<file path="config.mk">
export PLATFORM = sky130hd
export DESIGN_NAME = ahb_sram64_ctrl
export DESIGN_NICKNAME = d
export VERILOG_FILES = /design/src/rtl/ahb_pkg.sv /design/src/rtl/ahb_byte_strobe.sv /design/src/rtl/ahb_sram64_ctrl.sv
export SDC_FILE = /design/constraint.sdc
export NUM_CORES = 1
export LEC_CHECK = 0
export BUFFER_PORTS_ARGS = -buffer_cell sky130_fd_sc_hd__buf_2
export CORE_AREA = 2 2 124 126
export CTS_BUF_LIST = sky130_fd_sc_hd__clkbuf_8
export CTS_CLUSTER_DIAMETER = 200
export DETAILED_ROUTE_END_ITERATION = 6
export DIE_AREA = 0 0 126 128
export PLACE_DENSITY = 0.67
export SYNTH_ARGS = -nofsm -noshare
export SYNTH_HDL_FRONTEND = slang
export SYNTH_HIERARCHICAL = 1
export SYNTH_SLANG_ARGS = --single-unit
</file>
<file path="constraint.sdc">
create_clock -name HCLK -period 2.9 [get_ports HCLK]
set_clock_uncertainty 0.15 [all_clocks]
set_input_delay 0.58 -clock HCLK [delete_from_list [all_inputs] [get_ports HCLK]]
set_output_delay 0.58 -clock HCLK [all_outputs]
set_load 0.02 [all_outputs]
</file>
<file path="src/rtl/ahb_pkg.sv">
// Shared AHB-Lite encodings and the derived data-phase state used by the
// SRAM slave.
package ahb_pkg;

    typedef enum logic [1:0] {
        HTRANS_IDLE   = 2'd0,
        HTRANS_BUSY   = 2'd1,
        HTRANS_NONSEQ = 2'd2,
        HTRANS_SEQ    = 2'd3
    } htrans_e;

    typedef enum logic [2:0] {
        HSIZE_BYTE  = 3'd0,
        HSIZE_HALF  = 3'd1,
        HSIZE_WORD  = 3'd2,
        HSIZE_DWORD = 3'd3
    } hsize_e;

    localparam logic HRESP_OKAY = 1'b0;

    // Which data phase the bus is in; the posted-write buffer is tracked separately.
    typedef enum logic [1:0] {
        PH_IDLE    = 2'd0,
        PH_RD_DATA = 2'd1,
        PH_WR_DATA = 2'd2
    } phase_e;

endpackage

</file>
<file path="src/rtl/ahb_byte_strobe.sv">
// 64-bit AHB byte-lane strobe from transfer size and low address bits.
// Misaligned low bits are ignored; sizes of a dword or larger select all lanes.
module ahb_byte_strobe
    import ahb_pkg::*;
(
    input  logic [2:0] hsize,
    input  logic [2:0] haddr_lo,
    output logic [7:0] strb
);

    logic is_byte;
    logic is_half;
    logic is_word;
    logic is_wide;

    assign is_byte = (hsize == HSIZE_BYTE);
    assign is_half = (hsize == HSIZE_HALF);
    assign is_word = (hsize == HSIZE_WORD);
    assign is_wide = (hsize >= HSIZE_DWORD);

    genvar gi;
    generate
        for (gi = 0; gi < 8; gi++) begin : g_lane
            localparam logic [2:0] LANE = gi[2:0];
            assign strb[gi] = is_wide
                            | (is_word && (haddr_lo[2]   == LANE[2]))
                            | (is_half && (haddr_lo[2:1] == LANE[2:1]))
                            | (is_byte && (haddr_lo      == LANE));
        end
    endgenerate

endmodule

</file>
<file path="src/rtl/ahb_sram64_ctrl.sv">
// Zero-wait-state 64-bit AHB-Lite slave in front of a 1-cycle-latency SRAM,
// with a one-entry posted-write buffer and read-after-write forwarding.
module ahb_sram64_ctrl
    import ahb_pkg::*;
#(
    parameter int AW = 12,
    parameter int DW = 64
) (
    input  logic            HCLK,
    input  logic            HRESETn,
    input  logic            HSEL,
    input  logic [31:0]     HADDR,
    input  logic [1:0]      HTRANS,
    input  logic            HWRITE,
    input  logic [2:0]      HSIZE,
    input  logic [DW-1:0]   HWDATA,
    input  logic            HREADY,
    output logic            HREADYOUT,
    output logic            HRESP,
    output logic [DW-1:0]   HRDATA,
    output logic            SRAMCS,
    output logic [DW/8-1:0] SRAMWE,
    output logic [AW-1:0]   SRAMADDR,
    output logic [DW-1:0]   SRAMWDATA,
    input  logic [DW-1:0]   SRAMRDATA
);

    localparam int NB = DW / 8;

    logic          xfer;
    logic          rd_ap;
    logic          wr_ap;
    logic          drain;
    logic          addr_hit;
    logic [AW-1:0] ap_addr;
    logic [NB-1:0] ap_strb;
    logic [DW-1:0] rd_merged;
    phase_e        phase;

    logic          rd_dph_reg,   rd_dph_next;
    logic          wr_dph_reg,   wr_dph_next;
    logic          buf_pend_reg, buf_pend_next;
    logic [AW-1:0] buf_addr_reg, buf_addr_next;
    logic [NB-1:0] buf_strb_reg, buf_strb_next;
    logic [DW-1:0] buf_data_reg, buf_data_next;
    logic [NB-1:0] hit_mask_reg, hit_mask_next;

    logic unused_bits;
    assign unused_bits = &{1'b0, HADDR[31:AW+3], HTRANS[0]};

    assign xfer    = HSEL & HREADY & HTRANS[1];
    assign rd_ap   = xfer & ~HWRITE;
    assign wr_ap   = xfer & HWRITE;
    assign ap_addr = HADDR[AW+2:3];

    // A read address phase owns the SRAM port; otherwise a pending write drains.
    assign drain    = buf_pend_reg & ~rd_ap;
    assign addr_hit = buf_pend_reg && (buf_addr_reg == ap_addr);

    assign phase = rd_dph_reg ? PH_RD_DATA :
                   wr_dph_reg ? PH_WR_DATA : PH_IDLE;

    ahb_byte_strobe u_strobe (
        .hsize    (HSIZE),
        .haddr_lo (HADDR[2:0]),
        .strb     (ap_strb)
    );

    genvar gi;
    generate
        for (gi = 0; gi < NB; gi++) begin : g_fwd
            assign rd_merged[gi*8 +: 8] = hit_mask_reg[gi] ? buf_data_reg[gi*8 +: 8]
                                                           : SRAMRDATA[gi*8 +: 8];
        end
    endgenerate

    always_ff @(posedge HCLK or negedge HRESETn) begin
        if (!HRESETn) begin
            rd_dph_reg   <= 1'b0;
            wr_dph_reg   <= 1'b0;
            buf_pend_reg <= 1'b0;
            buf_addr_reg <= '0;
            buf_strb_reg <= '0;
            buf_data_reg <= '0;
            hit_mask_reg <= '0;
        end else begin
            rd_dph_reg   <= rd_dph_next;
            wr_dph_reg   <= wr_dph_next;
            buf_pend_reg <= buf_pend_next;
            buf_addr_reg <= buf_addr_next;
            buf_strb_reg <= buf_strb_next;
            buf_data_reg <= buf_data_next;
            hit_mask_reg <= hit_mask_next;
        end
    end

    always_comb begin
        rd_dph_next   = rd_ap;
        wr_dph_next   = wr_ap;
        buf_pend_next = buf_pend_reg;
        buf_addr_next = buf_addr_reg;
        buf_strb_next = buf_strb_reg;
        buf_data_next = buf_data_reg;
        hit_mask_next = '0;

        if (drain) begin
            buf_pend_next = 1'b0;
        end
        // A new write reloads the buffer even in the cycle its predecessor drains.
        if (wr_ap) begin
            buf_pend_next = 1'b1;
            buf_addr_next = ap_addr;
            buf_strb_next = ap_strb;
        end
        if (phase == PH_WR_DATA) begin
            buf_data_next = HWDATA;
        end
        if (rd_ap && addr_hit) begin
            hit_mask_next = buf_strb_reg;
        end
    end

    always_comb begin
        SRAMCS    = 1'b0;
        SRAMWE    = '0;
        SRAMADDR  = ap_addr;
        // During the buffered write's own data phase its data is still on HWDATA.
        SRAMWDATA = (phase == PH_WR_DATA) ? HWDATA : buf_data_reg;
        HRDATA    = '0;

        if (rd_ap) begin
            SRAMCS = 1'b1;
        end else if (drain) begin
            SRAMCS   = 1'b1;
            SRAMWE   = buf_strb_reg;
            SRAMADDR = buf_addr_reg;
        end

        if (phase == PH_RD_DATA) begin
            HRDATA = rd_merged;
        end
    end

    assign HREADYOUT = 1'b1;
    assign HRESP     = HRESP_OKAY;

endmodule

</file>
After elaboration in Yosys (flattened, before gate mapping)
Index checks and enable logic that the tools add are counted.
{ "totals": {"latch_bits": 0, "inputBits": 170, "elab_cells": 86, "n_memories": 0, "rom_bits": 0, "ram_bits": 0, "ff_bits": 95, "out_inout_bits": 151} }
{ "op_classes": {"add_sub_neg": 0, "n_eq_ne": 15, "bitwise_logic": 22, "n_reduce_logical": 20, "n_shift": 0, "mul": 0, "mux": 21, "magnitude_cmp": 1, "div_mod_pow": 0} }
{ "ops": {"columns": ["cell", "n"], "rows": [
  ["64-bit two-way mux", 2],
  ["8-bit two-way mux", 11],
  ["12-bit two-way mux", 2],
  ["1-bit logical AND", 16],
  ["1-bit bitwise OR", 14],
  ["12-bit equality test", 1],
  ["3-bit equality test (second input constant)", 4],
  ["3-bit by 2-bit equality test with 1-bit output (second input constant)", 3],
  ["2-bit equality test (second input constant)", 3],
  ["3-bit by 1-bit equality test with 1-bit output (second input constant)", 2],
  ["3-bit zero test", 2],
  ["1-bit AND", 5],
  ["2-bit by 1-bit equality test with 1-bit output (second input constant)", 2],
  ["1-bit two-way mux", 4],
  ["2-bit two-way mux", 2],
  ["3-bit by 2-bit >= comparator with 1-bit output (second input constant)", 1],
  ["1-bit NOT", 3],
  ["2-bit zero test", 1],
  ["2-bit nonzero test", 1]
]} }

Longest topological paths before layout
{ "depth": {"ltp_word": 7, "ltp_mapped": 5, "depth_no_buf": 5} }

Hierarchy
The synthesis kept the hierarchy.
{ "modules_own_cells": {"columns": ["mod", "instances", "seq_area_each_um2", "area_per_inst_um2", "cells_each"], "rows": [
  ["ahb_sram64_ctrl", 1, 2377.3, 4949.7, 446],
  ["ahb_byte_strobe", 1, 0.0, 126.4, 21]
]} }

Worst setup path before layout
No wires, ideal clock.
{ "synth_path": {"path_kind": "input to output", "startpoint": "in HTRANS[1]", "endpoint": "out SRAMADDR[10]", "arrival_time_ps": 1622, "cell_stages": 4, "slack_ps": 548, "n_path_buf": 1, "required_ps": 2170, "path_cell_list": "nand3_1 o21ai_1 buf_2 mux2_2"} }
{ "synth_via": {"elab_chain_len": 6} }
{ "synth_rtl": {"columns": ["item", "line_no", "rtl"], "rows": [
  ["start, declared", "ahb_sram64_ctrl.sv:13", "input logic [1:0] HTRANS,"],
  ["1-bit AND (*)", "ahb_sram64_ctrl.sv:51", "assign xfer = HSEL & HREADY & HTRANS[1];"],
  ["1-bit AND (*)", "ahb_sram64_ctrl.sv:52", "assign rd_ap = xfer & ~HWRITE;"],
  ["1-bit NOT", "ahb_sram64_ctrl.sv:57", "assign drain = buf_pend_reg & ~rd_ap;"],
  ["1-bit AND", "ahb_sram64_ctrl.sv:57", null],
  ["12-bit two-way mux", "ahb_sram64_ctrl.sv:133", "end else if (drain) begin"],
  ["12-bit two-way mux (*)", "ahb_sram64_ctrl.sv:131", "if (rd_ap) begin"],
  ["end, declared", "ahb_sram64_ctrl.sv:23", "output logic [AW-1:0] SRAMADDR,"]
]} }
Every way passes the cells marked *; elsewhere a longest branch is shown, timed or not.

Worst setup path after layout
{ "layout_path": {"startpoint": "reg rd_dph_reg", "endpoint": "out SRAMWDATA[54]"} }
{ "layout_via": {"elab_chain_len": 3} }
{ "layout_rtl": {"columns": ["item", "line_no", "rtl"], "rows": [
  ["start, declared", "ahb_sram64_ctrl.sv:40", "logic rd_dph_reg, rd_dph_next;"],
  ["start signal, assigned", "ahb_sram64_ctrl.sv:87", "rd_dph_reg <= rd_dph_next;"],
  ["2-bit two-way mux", "ahb_sram64_ctrl.sv:60", "assign phase = rd_dph_reg ? PH_RD_DATA :"],
  ["2-bit equality test", "ahb_sram64_ctrl.sv:128", "SRAMWDATA = (phase == PH_WR_DATA) ? HWDATA : buf_data_reg;"],
  ["64-bit two-way mux", null, null],
  ["end, declared", "ahb_sram64_ctrl.sv:24", "output logic [DW-1:0] SRAMWDATA,"]
]} }
No other way between the ends.

==> run summary <==
Max-Cap Viols: 0
sequential area share after synthesis: 46.8%
total power: 3.86 mW
area of the multi-input gates: 2550 µm²
Netlist cell types: 32
synthesized area per cell: 10.9 µm²
CP Class: flip-flop to primary output
Post-synth top cells: 95 x dfrtp_1, 74 x mux2_2, 67 x nor2b_1
Critical path origin: rd_dph_reg$_DFF_PN0_
total track usage: 18.2%
Internal: 2.57 mW
DP HPWL: 11400 µm
sw power: 1.29 mW
P_leak: 3.51 nW
Sink Count: 95
Synth warnings: 6
setup TNS: 0 ps
clock network power share: 25.0%
layout cells sized above 1: 53.0%
power per cell area: 553 nW/µm²
Final ANT Viol Nets: 0
die footprint: 16100 µm²
post_cts resized: 0
clock slew at reported path FFs: 90 ps
FP Rows: 45
capturing element type of the critical path: primary output
worst path required time: 2170 ps
worst hold-check path type: primary input to asynchronous set/reset pin
slowest stage delay, CP: 420 ps
hold buffers post-CTS: 0
EDFF count, synth: 0
FMAX: 382 MHz
cell with the most instances after synthesis: dfrtp_1
worst setup path endpoint: SRAMWDATA[54]
nets: 925
Hold Fails Final Rpt: 0
outcome: finished, final reports clean
postcts setup bufs: 0
Post-DP Area: 6770 µm²
maximum fanout along the worst path: 64
die width: 126 µm
met2 Usage GRT: 31.0%
unrepaired setup endpoints after global routing: false
FFs w/ async S/R, synth: 100%
total core area: 14900 µm²
sequential share of power: 45.0%
Worst VDD drop: 0.000218 V
antenna cells: 0
met1 Track Usage GR: 22.2%
Total Wirelength: 14800 µm
final setup fails: 0
CP Launch Type: flip-flop
Largest register FFs: 64
period utilization: 90.2%
antenna violations before repair: 0
Util after Layout: 47.0%
Residual DRC: 0
combinational share of power: 30.0%
Vias: 4347
first-pass GRT wire length: 23100 µm
Num CTS Buffers: 9
Initial Utilization: 34.1%
GRT met3 Usage: 4.38%
Arrival @ worst endpoint: 1890 ps
CTS root buf: clkbuf_8
Min Clock Period, post-route: 2620 ps
GP Congestion: 0.800
Clk Latency, worst-skew pair: 370 ps
vias in the first global route: 4291
r2r setup slk: 970 ps
Slew headroom: 52.7%
final instance area: 6980 µm²
Area growth syn-to-layout: 37.6%
top-area cell type share of the netlist area: 46.8%
Boundary Pins: 321
H-tree levels: 3
Wirelength per Cell: 15.6 µm
crit path cell chain: nor2b_4 > buf_12 > mux2_2 > buf_2
max-slew violation count: 0
largest net degree at the start of global routing: 65
number of DRC markers in iteration 0: 114
via-per-instance ratio: 4.59
post-synth top area cell: dfrtp_1
gr busiest metal: met2
Buffers on Ports: 300
Sw Ratio: 33.5%
Synth area leaders: dfrtp_1 47%, mux2_2 16%, mux2i_1 13%
grt ovf: 0
fill cell count: 1441
Pre-antenna DRT Iters: 4
reg2reg path depth: 3
Cells after Synth: 467
CTS tree: yes
ys flop type: dfrtp_1
Cell Area, Synth: 5080 µm²
CTS Buffer Depth: 2
Slew @ Worst Pin: 710 ps
Die Ht: 128 µm
Register Area: 2380 µm²
reg2reg start: buf_addr_reg[8]$_DFFE_PN0P_
R2R Path End: hit_mask_reg[4]$_DFF_PN0_
syn nets: 637
slowest stage cell, crit path: dfrtp_2
Synth Register Bits: 95
per-stage QoR:
step                hold slack [ps]  worst slack [ps]  std cells
detailed placement              342               524        932
finish                         25.3               285        947
CTS                            33.2               267        947
global route                   64.8               219        947
global placement                343               528        932
floorplan                       134               548        467
worst min-delay path by stage:
stage | endpoint | cells past startpoint | start
finish | buf_data_reg[6]$_DFF_PN0_ | 1 | HRESETn
global route | buf_data_reg[3]$_DFF_PN0_ | 1 | HRESETn
CTS | buf_data_reg[6]$_DFF_PN0_ | 1 | HRESETn
detailed placement | buf_strb_reg[0]$_DFFE_PN0P_ | 2 | buf_strb_reg[0]$_DFFE_PN0P_
global placement | buf_strb_reg[1]$_DFFE_PN0P_ | 2 | buf_strb_reg[1]$_DFFE_PN0P_
floorplan | buf_addr_reg[0]$_DFFE_PN0P_ | 0 | HRESETn
cells by family (layout without fill, tap and decap cells):
kind of cell / after synthesis / count (layout) / share of synthesized area [%]
AND/OR/NAND/NOR: 167 / 167 / 16.9
other: 2 / 2 / 0.148
flip-flops: 95 / 95 / 46.8
XOR/XNOR: 7 / 7 / 1.21
buffers and inverters: 38 / 330 / 3.15
AO/OA/AOI/OAI: 20 / 20 / 2.71
multiplexers: 138 / 138 / 29.0
placed cells by master (no fill, tap or decap), types with 2 or more instances in the layout:
master / n
buf_12: 2
conb_1: 2
a211oi_1: 2
a21boi_1: 2
nand4_1: 2
xor2_1: 7
clkinv_2: 2
nand2b_1: 2
and2_1: 8
buf_2: 299
a211oi_2: 2
o21a_1: 2
dfrtp_1: 94
nor2_2: 2
nor2b_1: 66
nand2_1: 62
mux2i_1: 64
clkbuf_8: 10
o21ai_0: 7
inv_1: 8
nor4_1: 8
nor2_1: 12
bufinv_16: 2
buf_4: 6
mux2_2: 74
metal layers:
| layer | up-vias | share of wire [%] |
|---|---|---|
| li1 | 2146 | - |
| met1 | 2022 | 42 |
| met2 | 154 | 49 |
| met3 | 25 | 6.6 |
| met4 | 0 | 2.7 |
| met5 | - | 0 |
power by group through the flow:
stage	sequential (mW)	combinational, mW	clock [mW]
2_1_floorplan	1.71	0.740	0
3_3_place_gp	1.76	1.16	0
3_5_place_dp	1.77	1.17	0
4_1_cts	1.74	1.18	1.00
5_1_grt	1.78	1.26	1.04
6_report	1.74	1.16	0.964
critical path, delay by kind of cell (launching register included):
family,cells,cell delay (ps)
multiplexers,1,400
flip-flops,1,420
buffers and inverters,2,470
AND/OR/NAND/NOR,1,130
area by class of cell:
type | instances | area share (%)
Timing Repair Buffer | 307 | 22.6
Tap cell | 188 | 3.37
Inverter | 8 | 0.430
Sequential cell | 95 | 34.1
Clock inverter | 5 | 1.06
Clock buffer | 10 | 1.97
Multi-Input combinational cell | 334 | 36.5
Note: power is estimated with default switching activity, not from simulation.
